`config.mk`:
```
export PLATFORM = sky130hd
export DESIGN_NAME = combat_judge
export DESIGN_NICKNAME = d
export VERILOG_FILES = /design/src/rtl/combat_judge.sv
export SDC_FILE = /design/constraint.sdc
export NUM_CORES = 1
export LEC_CHECK = 0
export CORE_UTILIZATION = 40
export DETAILED_ROUTE_END_ITERATION = 6
export GPL_TIMING_DRIVEN = 0
export PLACE_DENSITY = 0.91
export SETUP_SLACK_MARGIN = 0.1
export SYNTH_ARGS = -nofsm -noshare
export SYNTH_HDL_FRONTEND = slang
export SYNTH_SLANG_ARGS = --single-unit
export TNS_END_PERCENT = 10
```
`constraint.sdc`:
```
create_clock -name clk_i -period 3.2 [get_ports clk_i]
set_input_delay 0.48 -clock clk_i [delete_from_list [all_inputs] [get_ports clk_i]]
set_output_delay 0.48 -clock clk_i [all_outputs]
set_load 0.05 [all_outputs]
```
`src/rtl/combat_judge.sv`:
```
// rtl/combat_judge.sv - per-frame hit resolver: overlap, damage, hitstun/hitstop timers, KO/draw
module combat_judge #(
    parameter logic [7:0] MAX_HEALTH     = 8'd100,
    parameter logic [7:0] DAMAGE         = 8'd10,
    parameter logic [3:0] HITSTOP_FRAMES = 4'd4,
    parameter logic [5:0] HITSTUN_FRAMES = 6'd20,
    parameter logic [3:0] ACTIVE_STATE   = 4'd4
) (
    input  logic       clk_i,
    input  logic       rst_i,
    input  logic       frame_tick_i,
    input  logic       restart_i,
    input  logic [3:0] p1_state_i,
    input  logic [3:0] p2_state_i,
    input  logic [9:0] p1_hit_x1_i,
    input  logic [9:0] p1_hit_x2_i,
    input  logic [9:0] p1_hit_y1_i,
    input  logic [9:0] p1_hit_y2_i,
    input  logic [9:0] p2_hit_x1_i,
    input  logic [9:0] p2_hit_x2_i,
    input  logic [9:0] p2_hit_y1_i,
    input  logic [9:0] p2_hit_y2_i,
    input  logic [9:0] p1_hurt_x1_i,
    input  logic [9:0] p1_hurt_x2_i,
    input  logic [9:0] p1_hurt_y1_i,
    input  logic [9:0] p1_hurt_y2_i,
    input  logic [9:0] p2_hurt_x1_i,
    input  logic [9:0] p2_hurt_x2_i,
    input  logic [9:0] p2_hurt_y1_i,
    input  logic [9:0] p2_hurt_y2_i,
    output logic [7:0] p1_health_o,
    output logic [7:0] p2_health_o,
    output logic       p1_stunned_o,
    output logic       p2_stunned_o,
    output logic       p1_hit_o,
    output logic       p2_hit_o,
    output logic       freeze_o,
    output logic [1:0] winner_o,
    output logic       round_over_o
);

    localparam logic [1:0] ST_FIGHT  = 2'd0;
    localparam logic [1:0] ST_FREEZE = 2'd1;
    localparam logic [1:0] ST_KO     = 2'd2;

    logic [1:0] state_q, state_d;
    logic [7:0] p1_health_q, p1_health_d, p2_health_q, p2_health_d;
    logic [5:0] p1_stun_q, p1_stun_d, p2_stun_q, p2_stun_d;
    logic [3:0] hitstop_q, hitstop_d;
    logic       p1_conn_q, p1_conn_d, p2_conn_q, p2_conn_d;
    logic       p1_hit_q, p1_hit_d, p2_hit_q, p2_hit_d;
    logic [1:0] winner_q, winner_d;

    logic [5:0] p1_stun_dec, p2_stun_dec;
    logic       p1_lands, p2_lands;

    // Inclusive bounds: boxes sharing an edge pixel count as touching.
    function automatic logic overlap(
        input logic [9:0] ax1, input logic [9:0] ax2, input logic [9:0] ay1, input logic [9:0] ay2,
        input logic [9:0] bx1, input logic [9:0] bx2, input logic [9:0] by1, input logic [9:0] by2
    );
        return (ax1 <= bx2) && (bx1 <= ax2) && (ay1 <= by2) && (by1 <= ay2);
    endfunction

    function automatic logic [7:0] take_damage(input logic [7:0] h);
        return (h < DAMAGE) ? 8'd0 : h - DAMAGE;
    endfunction

    always_comb begin
        p1_stun_dec = (p1_stun_q != 6'd0) ? p1_stun_q - 6'd1 : 6'd0;
        p2_stun_dec = (p2_stun_q != 6'd0) ? p2_stun_q - 6'd1 : 6'd0;

        // A victim whose stun expires on this very tick is already hittable again.
        p1_lands = (p1_state_i == ACTIVE_STATE) && !p1_conn_q && (p2_stun_dec == 6'd0) &&
                   overlap(p1_hit_x1_i, p1_hit_x2_i, p1_hit_y1_i, p1_hit_y2_i,
                           p2_hurt_x1_i, p2_hurt_x2_i, p2_hurt_y1_i, p2_hurt_y2_i);
        p2_lands = (p2_state_i == ACTIVE_STATE) && !p2_conn_q && (p1_stun_dec == 6'd0) &&
                   overlap(p2_hit_x1_i, p2_hit_x2_i, p2_hit_y1_i, p2_hit_y2_i,
                           p1_hurt_x1_i, p1_hurt_x2_i, p1_hurt_y1_i, p1_hurt_y2_i);
    end

    always_comb begin
        state_d     = state_q;
        p1_health_d = p1_health_q;
        p2_health_d = p2_health_q;
        p1_stun_d   = p1_stun_q;
        p2_stun_d   = p2_stun_q;
        hitstop_d   = hitstop_q;
        p1_conn_d   = p1_conn_q;
        p2_conn_d   = p2_conn_q;
        winner_d    = winner_q;
        p1_hit_d    = 1'b0;
        p2_hit_d    = 1'b0;

        if (frame_tick_i) begin
            if (p1_state_i != ACTIVE_STATE) p1_conn_d = 1'b0;
            if (p2_state_i != ACTIVE_STATE) p2_conn_d = 1'b0;
        end

        case (state_q)
            ST_FIGHT: begin
                if (frame_tick_i) begin
                    p1_stun_d = p1_stun_dec;
                    p2_stun_d = p2_stun_dec;
                    if (p1_lands) begin
                        p2_health_d = take_damage(p2_health_q);
                        p2_stun_d   = HITSTUN_FRAMES;
                        p2_hit_d    = 1'b1;
                        p1_conn_d   = 1'b1;
                    end
                    if (p2_lands) begin
                        p1_health_d = take_damage(p1_health_q);
                        p1_stun_d   = HITSTUN_FRAMES;
                        p1_hit_d    = 1'b1;
                        p2_conn_d   = 1'b1;
                    end
                    if (p1_health_d == 8'd0 || p2_health_d == 8'd0) begin
                        state_d  = ST_KO;
                        winner_d = {p1_health_d == 8'd0, p2_health_d == 8'd0};
                    end else if (p1_lands || p2_lands) begin
                        state_d   = ST_FREEZE;
                        hitstop_d = HITSTOP_FRAMES;
                    end
                end
            end
            ST_FREEZE: begin
                if (frame_tick_i) begin
                    if (hitstop_q <= 4'd1) begin
                        hitstop_d = 4'd0;
                        state_d   = ST_FIGHT;
                    end else begin
                        hitstop_d = hitstop_q - 4'd1;
                    end
                end
            end
            ST_KO: begin
                if (restart_i) begin
                    state_d     = ST_FIGHT;
                    p1_health_d = MAX_HEALTH;
                    p2_health_d = MAX_HEALTH;
                    p1_stun_d   = 6'd0;
                    p2_stun_d   = 6'd0;
                    hitstop_d   = 4'd0;
                    p1_conn_d   = 1'b0;
                    p2_conn_d   = 1'b0;
                    winner_d    = 2'b00;
                end
            end
            default: state_d = ST_FIGHT;
        endcase
    end

    always_ff @(posedge clk_i) begin
        if (rst_i) begin
            state_q     <= ST_FIGHT;
            p1_health_q <= MAX_HEALTH;
            p2_health_q <= MAX_HEALTH;
            p1_stun_q   <= 6'd0;
            p2_stun_q   <= 6'd0;
            hitstop_q   <= 4'd0;
            p1_conn_q   <= 1'b0;
            p2_conn_q   <= 1'b0;
            p1_hit_q    <= 1'b0;
            p2_hit_q    <= 1'b0;
            winner_q    <= 2'b00;
        end else begin
            state_q     <= state_d;
            p1_health_q <= p1_health_d;
            p2_health_q <= p2_health_d;
            p1_stun_q   <= p1_stun_d;
            p2_stun_q   <= p2_stun_d;
            hitstop_q   <= hitstop_d;
            p1_conn_q   <= p1_conn_d;
            p2_conn_q   <= p2_conn_d;
            p1_hit_q    <= p1_hit_d;
            p2_hit_q    <= p2_hit_d;
            winner_q    <= winner_d;
        end
    end

    assign p1_health_o  = p1_health_q;
    assign p2_health_o  = p2_health_q;
    assign p1_stunned_o = (p1_stun_q != 6'd0);
    assign p2_stunned_o = (p2_stun_q != 6'd0);
    assign p1_hit_o     = p1_hit_q;
    assign p2_hit_o     = p2_hit_q;
    assign freeze_o     = (state_q == ST_FREEZE) || (state_q == ST_KO);
    assign winner_o     = winner_q;
    assign round_over_o = (state_q == ST_KO);

endmodule
```
# Yosys cells after proc, flatten, opt, wreduce, memory -nomap -nowiden

Index checks and enable logic that the tools add are counted.

Flip-flop bits (word level): 40
Input bits: 172
Output and inout port bits: 24
Word-level logic and storage cells: 127

Add/subtract/negate cells: 5
Magnitude comparators: 11
Eq/ne operators: 14
Muxes and demuxes: 53
Bitwise operators: 2
Reduce and logical (&&, ||, !) cells: 31

Operators by type and width:

| operator                                             | number |
|---|---|
| two-way mux 8 bit                                    | 11 |
| <= comparator 10 bit                                 | 8 |
| two-way mux 6 bit                                    | 7 |
| case mux 8 bit (2 select lines)                      | 2 |
| two-way mux 4 bit                                    | 6 |
| case mux 6 bit (2 select lines)                      | 2 |
| logical NOT 8 bit                                    | 2 |
| < comparator 8 x 4 -> 1 bit (second input constant)  | 2 |
| two-way mux 2 bit                                    | 8 |
| subtractor 8 x 4 -> 8 bit (second input constant)    | 2 |
| != test 2 bit (second input constant)                | 7 |
| logical AND 1 bit                                    | 12 |
| logical NOT 6 bit                                    | 2 |
| two-way mux 1 bit                                    | 12 |
| case mux 4 bit (3 select lines)                      | 1 |
| nonzero test 6 bit                                   | 2 |
| subtractor 6 x 1 -> 6 bit (second input constant)    | 2 |
| == test 4 x 3 -> 1 bit (second input constant)       | 2 |
| != test 4 x 3 -> 1 bit (second input constant)       | 2 |
| case mux 2 bit (3 select lines)                      | 1 |
| AND reduction 6 bit                                  | 1 |
| AND reduction 5 bit                                  | 1 |
| <= comparator 4 x 1 -> 1 bit (second input constant) | 1 |
| case mux 1 bit (2 select lines)                      | 2 |
| other kinds (14)                                     | 18 |

# Longest topological paths before layout

Gate-level depths: netlist of run 1.

Depth in word-level cells: 13
Depth in mapped cells: 13
Depth with buffers taken out: 12

# Least setup slack after synthesis of run 1

Ideal clock, no wire load.

Path type: input to register
Start: in p2_hit_x2_i[3]
End: reg hitstop_q[2]
Setup time: 116 ps
Data arrival time: 3,237 ps
Required time: 3,084 ps
Slack: -152 ps
Stages: 13
Buffers on the path: 1
Path through: inv_1 -> ha_1 -> a21o_1 -> a21o_1 -> a2111oi_2 -> o22ai_1 -> or4_1 -> buf_6 -> nor4_4 -> a211oi_2 -> a211oi_4 -> a21oi_1 -> a31o_1

Longest elaborated chain between the ends: 12
Elaborated cells between the ends (all ways): 14
Those cells by class: order compare: 1; eq/ne: 2; mux: 3; reduce/logical: 8

Ends and longest elaborated chain:

| element                             | line | text |
|---|---|---|
| from (decl)                         | 20   | `input logic [9:0] p2_hit_x2_i,` |
| <= comparator 10 bit (*)            | 62   | `return (ax1 <= bx2) && (bx1 <= ax2) && (ay1 <= by2) && (by1 <= ay2);` |
| logical AND 1 bit (*) (3 in series) | 62   |  |
| logical AND 1 bit (*)               | 77   | `p2_lands = (p2_state_i == ACTIVE_STATE) && !p2_conn_q && (p1_stun_dec == 6'd0) &&` |
| two-way mux 8 bit                   | 111  | `if (p2_lands) begin` |
| two-way mux 8 bit                   | 102  | `if (frame_tick_i) begin` |
| two-way mux 8 bit                   | 100  | `case (state_q)` |
| logical NOT 8 bit                   | 117  | `if (p1_health_d == 8'd0 \|\| p2_health_d == 8'd0) begin` |
| logical OR 1 bit                    | 117  |  |
| != test 2 bit (no line)             | --   |  |
| AND reduction 6 bit (no line) (*)   | --   |  |
| to (signal assigned)                | 172  | `hitstop_q <= hitstop_d;` |
| to (decl)                           | 49   | `logic [3:0] hitstop_q, hitstop_d;` |

Mark *: on every way between the ends. The rest lies on a longest branch, timed or not. The select of a mux whose other input is x is not followed.
A chain may end at the register's enable or synchronous reset.

# Final worst setup path of run 1

Start: in p2_hit_x2_i[7]
End: reg winner_q[1], in the netlist winner_o[1]

Longest elaborated chain between the ends: 12
Elaborated cells between the ends (all ways): 15
Those cells by class: order compare: 1; eq/ne: 1; mux: 6; reduce/logical: 7

Ends and longest elaborated chain:

| element                                                                       | line     | text |
|---|---|---|
| <= comparator 10 bit (*)                                                      | 62       |  |
| logical AND 1 bit (*) (3 in series)                                           | 62       |  |
| logical AND 1 bit (*)                                                         | 77       |  |
| two-way mux 8 bit (*)                                                         | 111      |  |
| two-way mux 8 bit (*)                                                         | 102      |  |
| two-way mux 8 bit (*)                                                         | 100      |  |
| logical NOT 8 bit (*)                                                         | 117, 119 |  |
| two-way mux 2 bit / logical OR 1 bit (equally long branches)                  | 117      |  |
| two-way mux 2 bit / != test 2 bit (equally long branches)                     | --       |  |
| case mux 2 bit (2 select lines) / AND reduction 4 bit (equally long branches) | --       |  |
| to (signal assigned)                                                          | 177      | `winner_q <= winner_d;` |
| to (decl)                                                                     | 52       | `logic [1:0] winner_q, winner_d;` |

Marked as above.

==> impl_metrics.tcl, run 1 <==
set metrics [dict create \
    status "finished with violations" \
    failed_checks "negative setup slack" \
    postRouteWirelength_mm 17.4 \
    yosys_most_used_dff "sky130_fd_sc_hd__dfxtp_1" \
    post_synth.cell_area_avg_um2 7.37 \
    critical_path.slowest_cell "sky130_fd_sc_hd__or4_4" \
    clock_period_minus_final_worst_setup_slack_ns 3.32 \
    initial_utilization_pct 41.8 \
    placed_cells_incl_taps 957 \
    drive_above_1_share_pct 21.3 \
    syn_to_final_growth_pct 65.7 \
    irDropWorstVdd_uv 317 \
    cts_sinks 40 \
    number_of_synthesized_register_bits 40 \
    final.setup.tns_ns -0.518 \
    finalSetupViolCount 8 \
    synth_top_cells_by_area "sky130_fd_sc_hd__ha_1 (25%), sky130_fd_sc_hd__dfxtp_1 (17%), sky130_fd_sc_hd__inv_1 (9.2%)" \
    clock.fmax_ghz 0.301 \
    cts_hold_repair.buffers 0 \
    cts.reportedPaths.clkPinSlew_ns 0.06 \
    synth_cells 622 \
    synthMostInstantiatedCell "sky130_fd_sc_hd__inv_1" \
    max_slew_headroom_at_the_worst_pin_pct 42.6 \
    cts_max_level 2 \
    pre_cts_ws_ns -0.861 \
    numCtsBuffers 5 \
    firstDrtPassIters 5 \
    remaining_drc_errors 0 \
    synth_enable_flop_cells 0 \
    yosys-top-cells-count "sky130_fd_sc_hd__inv_1 (113), sky130_fd_sc_hd__ha_1 (90), sky130_fd_sc_hd__a21oi_1 (62), sky130_fd_sc_hd__nand2_1 (47), sky130_fd_sc_hd__nor2_1 (45)" \
    ys_async_sr_fraction_pct 0 \
    clk-insertion-delay-late_ns 0.29 \
    wl_per_cell_um 17.6 \
    clock_tree.root_cell "sky130_fd_sc_hd__clkbuf_16" \
    n_antenna_cell 0 \
    finish.cell_count_without_fillers 985 \
    worst-slew-pin-transition_ns 0.854 \
    syn_area_mm2 0.00459 \
    die-area_mm2 0.0119 \
    synth-seq-area-share_pct 17.5 \
    globalRouteMet2Util_pct 51.1 \
    design.portCount 196 \
    timing.critical_path.to_type "register" \
    mappedNetlistNets 884 \
    final_nets 1106 \
    first_pass_grt_wire_length_mm 25.1 \
    gp_congestion 0.907 \
    static-leakage-power_nw 3.36 \
    clock_tree_from_tritoncts "done" \
    min_period_over_period_pct 104 \
    synth.top_cell.area_share_pct 24.6 \
    crit_type "input pin to register" \
    chipWidth_um 109 \
    critical_path_cell_by_cell "clkdlybuf4s15_1 -> inv_2 -> ha_4 -> nand4_1 -> o211ai_1 -> o31ai_4 -> o22ai_2 -> or4_4 -> buf_6 -> or2_4 -> a221oi_4 -> nand2_1 -> o32a_1 -> o21ai_2" \
    report.power.total_mw 2.81 \
    grt.met1_usage_pct 26.8 \
    die_h_um 109 \
    report.final.slew_viol_count 0 \
    placeableCoreArea_mm2 0.0110 \
    globalRoute.totalOverflow 0 \
    post-route-util_pct 69.2 \
    yosys.area.top_type "sky130_fd_sc_hd__ha_1" \
    finalHoldViolations 0 \
    placement.io_buffers 195 \
    groute.usage.overall_pct 27.1 \
    rsz0062_at_grt "true" \
    antenna_violations_before_repair 0 \
    drv.max_cap_violation_count 0 \
    ctsLongestPathBuffers 2 \
    hp-class "register to register" \
    skew_ns 0.00507 \
    timing.final.ws_setup_ns -0.117 \
    grt_start_max_net_pins 15 \
    yosys_warnings 0 \
    dpl.hpwl_mm 11.2 \
    first_global_vias 5489 \
    critical_path.max_stage_delay_ns 0.53 \
    post_synth_num_cell_types 65 \
    avgViaCountPerCell 5.75 \
    path_max_fanout 8 \
    grt_util_met3_pct 6.75 \
    grt_most_used_layer "met2" \
    critical_path_start_type "input pin" \
    power_per_cell_area_mw_per_mm2 370 \
    drt-initial-drc-count 437 \
    antenna_left 0 \
    vias 5662 \
    placement_rows 38 \
    worstPathRequired_ns 3.42 \
    cp_data_arrival_time_ns 3.54 \
]
## cells in the final DEF, fill, tap and decap left out, types with 6 or more instances in the layout
| master | netlist | routed |
|---|---|---|
| sky130_fd_sc_hd__a211oi_2 | 2 | 6 |
| sky130_fd_sc_hd__a21o_1 | 15 | 15 |
| sky130_fd_sc_hd__a21oi_1 | 62 | 52 |
| sky130_fd_sc_hd__a21oi_2 | 0 | 8 |
| sky130_fd_sc_hd__buf_2 | 0 | 8 |
| sky130_fd_sc_hd__buf_4 | 0 | 19 |
| sky130_fd_sc_hd__clkbuf_1 | 12 | 12 |
| sky130_fd_sc_hd__clkbuf_2 | 0 | 11 |
| sky130_fd_sc_hd__clkdlybuf4s15_1 | 0 | 20 |
| sky130_fd_sc_hd__clkdlybuf4s50_1 | 0 | 113 |
| sky130_fd_sc_hd__dfxtp_1 | 40 | 40 |
| sky130_fd_sc_hd__dlygate4sd2_1 | 0 | 40 |
| sky130_fd_sc_hd__ha_1 | 90 | 52 |
| sky130_fd_sc_hd__ha_2 | 0 | 9 |
| sky130_fd_sc_hd__ha_4 | 0 | 29 |
| sky130_fd_sc_hd__inv_1 | 113 | 85 |
| sky130_fd_sc_hd__inv_2 | 0 | 26 |
| sky130_fd_sc_hd__nand2_1 | 47 | 46 |
| sky130_fd_sc_hd__nand2b_1 | 13 | 9 |
| sky130_fd_sc_hd__nand4_1 | 17 | 17 |
| sky130_fd_sc_hd__nor2_1 | 45 | 42 |
| sky130_fd_sc_hd__nor2b_1 | 9 | 9 |
| sky130_fd_sc_hd__nor3_1 | 24 | 21 |
| sky130_fd_sc_hd__o211ai_1 | 7 | 7 |
| sky130_fd_sc_hd__o21ai_0 | 29 | 24 |
## kinds of logic after synthesis
kind of cell | synth area share, %
buffers and inverters | 10.5
muxes | 1.12
AOI/OAI and AO/OA | 23.9
and+or+nand+nor | 21.7
adders and majority gates | 24.6
DFF | 17.5
xor gates and xnor gates | 0.764
## worst paths after layout
kind                         end      startpoint  slack [ns]  depth (start not counted)
hold reg to reg   p2_health_o[0]  p2_health_o[0]        0.50                          1
setup / recovery     winner_o[1]  p2_hit_x2_i[7]       -0.12                         14
hold / removal    p2_health_o[0]  p2_health_o[0]        0.50                          1
setup reg to reg     winner_o[1]    p1_stun_q[0]        0.09                         13
## per-layer routing
layer	vias up	wire length [µm]	share of wire, %
met1	2590	6030	35
met2	353	8850	51
met4	0	830	4.8
met3	74	1660	9.5
li1	2645	-	-
met5	-	0	0
## power breakdown
| part | internal [mW] | leakage [nW] | switching [mW] | total, mW |
|---|---|---|---|---|
| registers | 0.563 | 0.323 | 0.0825 | 0.645 |
| clock network | 0.371 | 0.0840 | 0.222 | 0.593 |
| logic | 0.712 | 2.95 | 0.864 | 1.58 |
| total | 1.65 | 3.36 | 1.17 | 2.81 |
## critical path, delay by kind of cell
| kind | cells | cell delay [ns] |
|---|---|---|
| and+or+nand+nor | 4 | 1.12 |
| AOI/OAI and AO/OA | 6 | 1.29 |
| adders and majority gates | 1 | 0.25 |
| buffers and inverters | 3 | 0.40 |
## state kept, by name (all words and copies together), names as in the netlist, 2 cells and up
signal	cells
state_q	2
p2_health_o	8
hitstop_q	4
winner_o	2
p1_health_o	8
p2_stun_q	6
p1_stun_q	6
## cell type report
type	count	area (µm²)
Timing Repair Buffer	215	1960
Clock inverter	3	47.5
Multi-Input combinational cell	456	4000
Fill cell	816	3380
Buffer	13	56.3
Tap cell	140	175
Inverter	113	432
Clock buffer	5	125
Sequential cell	40	801
## what timing repair did
action,4_1_cts,5_1_grt
gates resized for setup,217,51
setup buffers,9,11
pin swaps,65,35
endpoints found under the setup margin,28,14
## metrics by stage
step,area [µm²],hold WS (ns)
after floorplan,4690,0.461
after global placement,6820,0.469
after detailed placement,6820,0.478
after CTS,7410,0.498
after global routing,7600,0.527
final,7600,0.502
Note: power is estimated with default switching activity, not from simulation.
==> run 2, diff against run 1 <==
--- a/config.mk
+++ b/config.mk
@@ -5,10 +5,12 @@
 export SDC_FILE = /design/constraint.sdc
 export NUM_CORES = 1
 export LEC_CHECK = 0
-export CORE_UTILIZATION = 40
+export CAP_MARGIN = 5
+export CORE_UTILIZATION = 47
+export CTS_CLUSTER_DIAMETER = 120
 export DETAILED_ROUTE_END_ITERATION = 6
 export GPL_TIMING_DRIVEN = 0
-export PLACE_DENSITY = 0.91
+export PLACE_DENSITY = 0.95
 export SETUP_SLACK_MARGIN = 0.1
 export SYNTH_ARGS = -nofsm -noshare
 export SYNTH_HDL_FRONTEND = slang
==> constraint.sdc (replaced) <==
create_clock -name clk_i -period 4 [get_ports clk_i]
set_input_delay 0.6 -clock clk_i [delete_from_list [all_inputs] [get_ports clk_i]]
set_output_delay 0.6 -clock clk_i [all_outputs]
set_load 0.05 [all_outputs]
==> impl_metrics.tcl, run 2 (synthesized netlist as in run 1, its figures left out) <==
set metrics [dict create \
    die-area_mm2 0.0102 \
    static-leakage-power_nw 3.15 \
    crit_type "input pin to register" \
    power_per_cell_area_mw_per_mm2 275 \
    final.setup.tns_ns 0 \
    worstPathRequired_ns 4.24 \
    clock.fmax_ghz 0.261 \
    drv.max_cap_violation_count 0 \
    clock_tree_from_tritoncts "done" \
    report.final.slew_viol_count 0 \
    skew_ns 0.0118 \
    chipWidth_um 101 \
    r2r_cells 12 \
    globalRoute.totalOverflow 0 \
    clock_tree.root_cell "sky130_fd_sc_hd__clkbuf_8" \
    nFillCells 708 \
    crit_start "p2_hit_x2_i[3]" \
    rsz0062_at_grt "true" \
    numCtsBuffers 5 \
    drive_above_1_share_pct 3.88 \
    critical_path_start_type "input pin" \
    syn_to_final_growth_pct 49.3 \
    min_from "p2_health_o[0]" \
    firstDrtPassIters 5 \
    final_nets 1087 \
    drt-initial-drc-count 254 \
    placement.io_buffers 195 \
    antenna_left 0 \
    gp_congestion 0.912 \
    pre_cts_ws_ns -0.222 \
    layout_commonest_cell "sky130_fd_sc_hd__clkdlybuf4s50_1" \
    ctsLongestPathBuffers 2 \
    cts_hold_repair.buffers 0 \
    design.portCount 196 \
    dpl.hpwl_mm 11.8 \
    cp_data_arrival_time_ns 4.07 \
    clock_period_minus_final_worst_setup_slack_ns 3.83 \
    timing.critical_path.to_type "register" \
    hp-class "register to register" \
    cts_sinks 40 \
    placeableCoreArea_mm2 0.00933 \
    antenna_violations_before_repair 0 \
    clk-insertion-delay-late_ns 0.30 \
    timing.hold.worst_path_depth 1 \
    timing.final.ws_setup_ns 0.172 \
    grt_start_max_net_pins 12 \
    worst-slew-pin-transition_ns 0.812 \
    first_global_vias 5412 \
    vias 5293 \
    die_h_um 101 \
    path_max_fanout 8 \
    finalSetupViolCount 0 \
    rr_startpoint "p1_stun_q[0]" \
    n_antenna_cell 0 \
    initial_utilization_pct 49.2 \
    status "completed" \
    remaining_drc_errors 0 \
    finalHoldViolations 0 \
    wl_per_cell_um 14.8 \
    irDropWorstVdd_uv 204 \
    placement_rows 35 \
    max_slew_headroom_at_the_worst_pin_pct 45.4 \
    avgViaCountPerCell 5.55 \
    mostFrequentLayoutCells "sky130_fd_sc_hd__clkdlybuf4s50_1 (195), sky130_fd_sc_hd__inv_1 (113), sky130_fd_sc_hd__ha_1 (90), sky130_fd_sc_hd__a21oi_1 (62), sky130_fd_sc_hd__nand2_1 (47)" \
    first_pass_grt_wire_length_mm 23.0 \
    groute.usage.overall_pct 27.8 \
    cts_max_level 2 \
    min_period_over_period_pct 95.7 \
    postRouteWirelength_mm 14.2 \
    cts.reportedPaths.clkPinSlew_ns 0.08 \
]
-- run 2: cell types whose count changed in the layout (fill, tap and decap cells not counted), moves of 9 or more --
cell / delta
sky130_fd_sc_hd__ha_1: +38
sky130_fd_sc_hd__clkbuf_2: -11
sky130_fd_sc_hd__inv_1: +28
sky130_fd_sc_hd__clkdlybuf4s15_1: -20
sky130_fd_sc_hd__ha_4: -29
sky130_fd_sc_hd__dlygate4sd2_1: -40
sky130_fd_sc_hd__a21oi_1: +10
sky130_fd_sc_hd__clkdlybuf4s50_1: +82
sky130_fd_sc_hd__buf_4: -18
sky130_fd_sc_hd__inv_2: -26
sky130_fd_sc_hd__ha_2: -9
-- run 2: worst paths after layout --
path	to	slack, ns
max	winner_o[1]	0.17
min	p2_health_o[0]	0.50
max reg2reg	winner_o[1]	0.75
min reg2reg	p2_health_o[0]	0.50
-- run 2: repair_timing --
item | 4_1_cts | 5_1_grt
pin swaps | 0 | 7
buffers inserted | 0 | 1
resized for setup | 1 | 9
endpoints found under the setup margin | 1 | 9
-- run 2: area by class of cell --
| type | count | area, µm² | area share (%) |
|---|---|---|---|
| repair buffers | 196 | 1960 | 28.6 |
| plain buffers | 13 | 56.3 | 0.823 |
| flip-flops and latches | 40 | 801 | 11.7 |
| well taps | 129 | 161 | 2.36 |
| clock buffers | 6 | 72.6 | 1.06 |
| clock inverters | 1 | 5.00 | 0.0731 |
| multi-input cells | 456 | 3370 | 49.2 |
| inverters | 113 | 424 | 6.20 |
-- run 2: stage by stage --
stage          hold WS, ns  area [µm²]  cells  power, mW  util [%]
2_1_floorplan        0.461        4590    622       1.20         -
5_1_grt              0.520        6850    954       2.02      73.4
4_1_cts              0.503        6780    953       1.86      72.7
3_3_place_gp         0.471        6700    946       1.55      71.8
6_report             0.502        6850    954       1.88      73.4
3_5_place_dp         0.479        6700    946       1.60      71.8
-- run 2: worst max-delay path, cell delays in order --
cell and delay [ns]:
sky130_fd_sc_hd__clkdlybuf4s50_1 0.45, sky130_fd_sc_hd__inv_1 0.04, sky130_fd_sc_hd__ha_1 0.30, sky130_fd_sc_hd__a21o_1 0.19, sky130_fd_sc_hd__a21o_1 0.20, sky130_fd_sc_hd__a2111oi_4 0.32
sky130_fd_sc_hd__o22ai_1 0.12, sky130_fd_sc_hd__or4_1 0.53, sky130_fd_sc_hd__buf_6 0.16, sky130_fd_sc_hd__or2_4 0.27, sky130_fd_sc_hd__a221oi_4 0.38, sky130_fd_sc_hd__nand2_1 0.11
sky130_fd_sc_hd__o32a_1 0.35, sky130_fd_sc_hd__o21ai_2 0.05
-- run 2: power by group --
group | internal (mW) | leakage (nW) | switching (mW)
Combinational | 0.506 | 2.78 | 0.600
Sequential | 0.450 | 0.323 | 0.0598
Clock | 0.119 | 0.0410 | 0.145
-- run 2: layer usage --
metal	global-route usage (%)	part of all wire, %	vias up
met5	0	0	-
met1	28.7	37	2408
met2	55.0	51	254
li1	-	-	2597
met3	5.89	8.8	34
met4	8.92	2.4	0
==> run 3, diff against run 2 <==
--- a/config.mk
+++ b/config.mk
@@ -12,6 +12,7 @@
 export GPL_TIMING_DRIVEN = 0
 export PLACE_DENSITY = 0.95
 export SETUP_SLACK_MARGIN = 0.1
+export SKIP_LAST_GASP = 1
 export SYNTH_ARGS = -nofsm -noshare
 export SYNTH_HDL_FRONTEND = slang
 export SYNTH_SLANG_ARGS = --single-unit
==> results of run 3 <==
No change in the layout: final DEF, timing and power equal those of run 2.
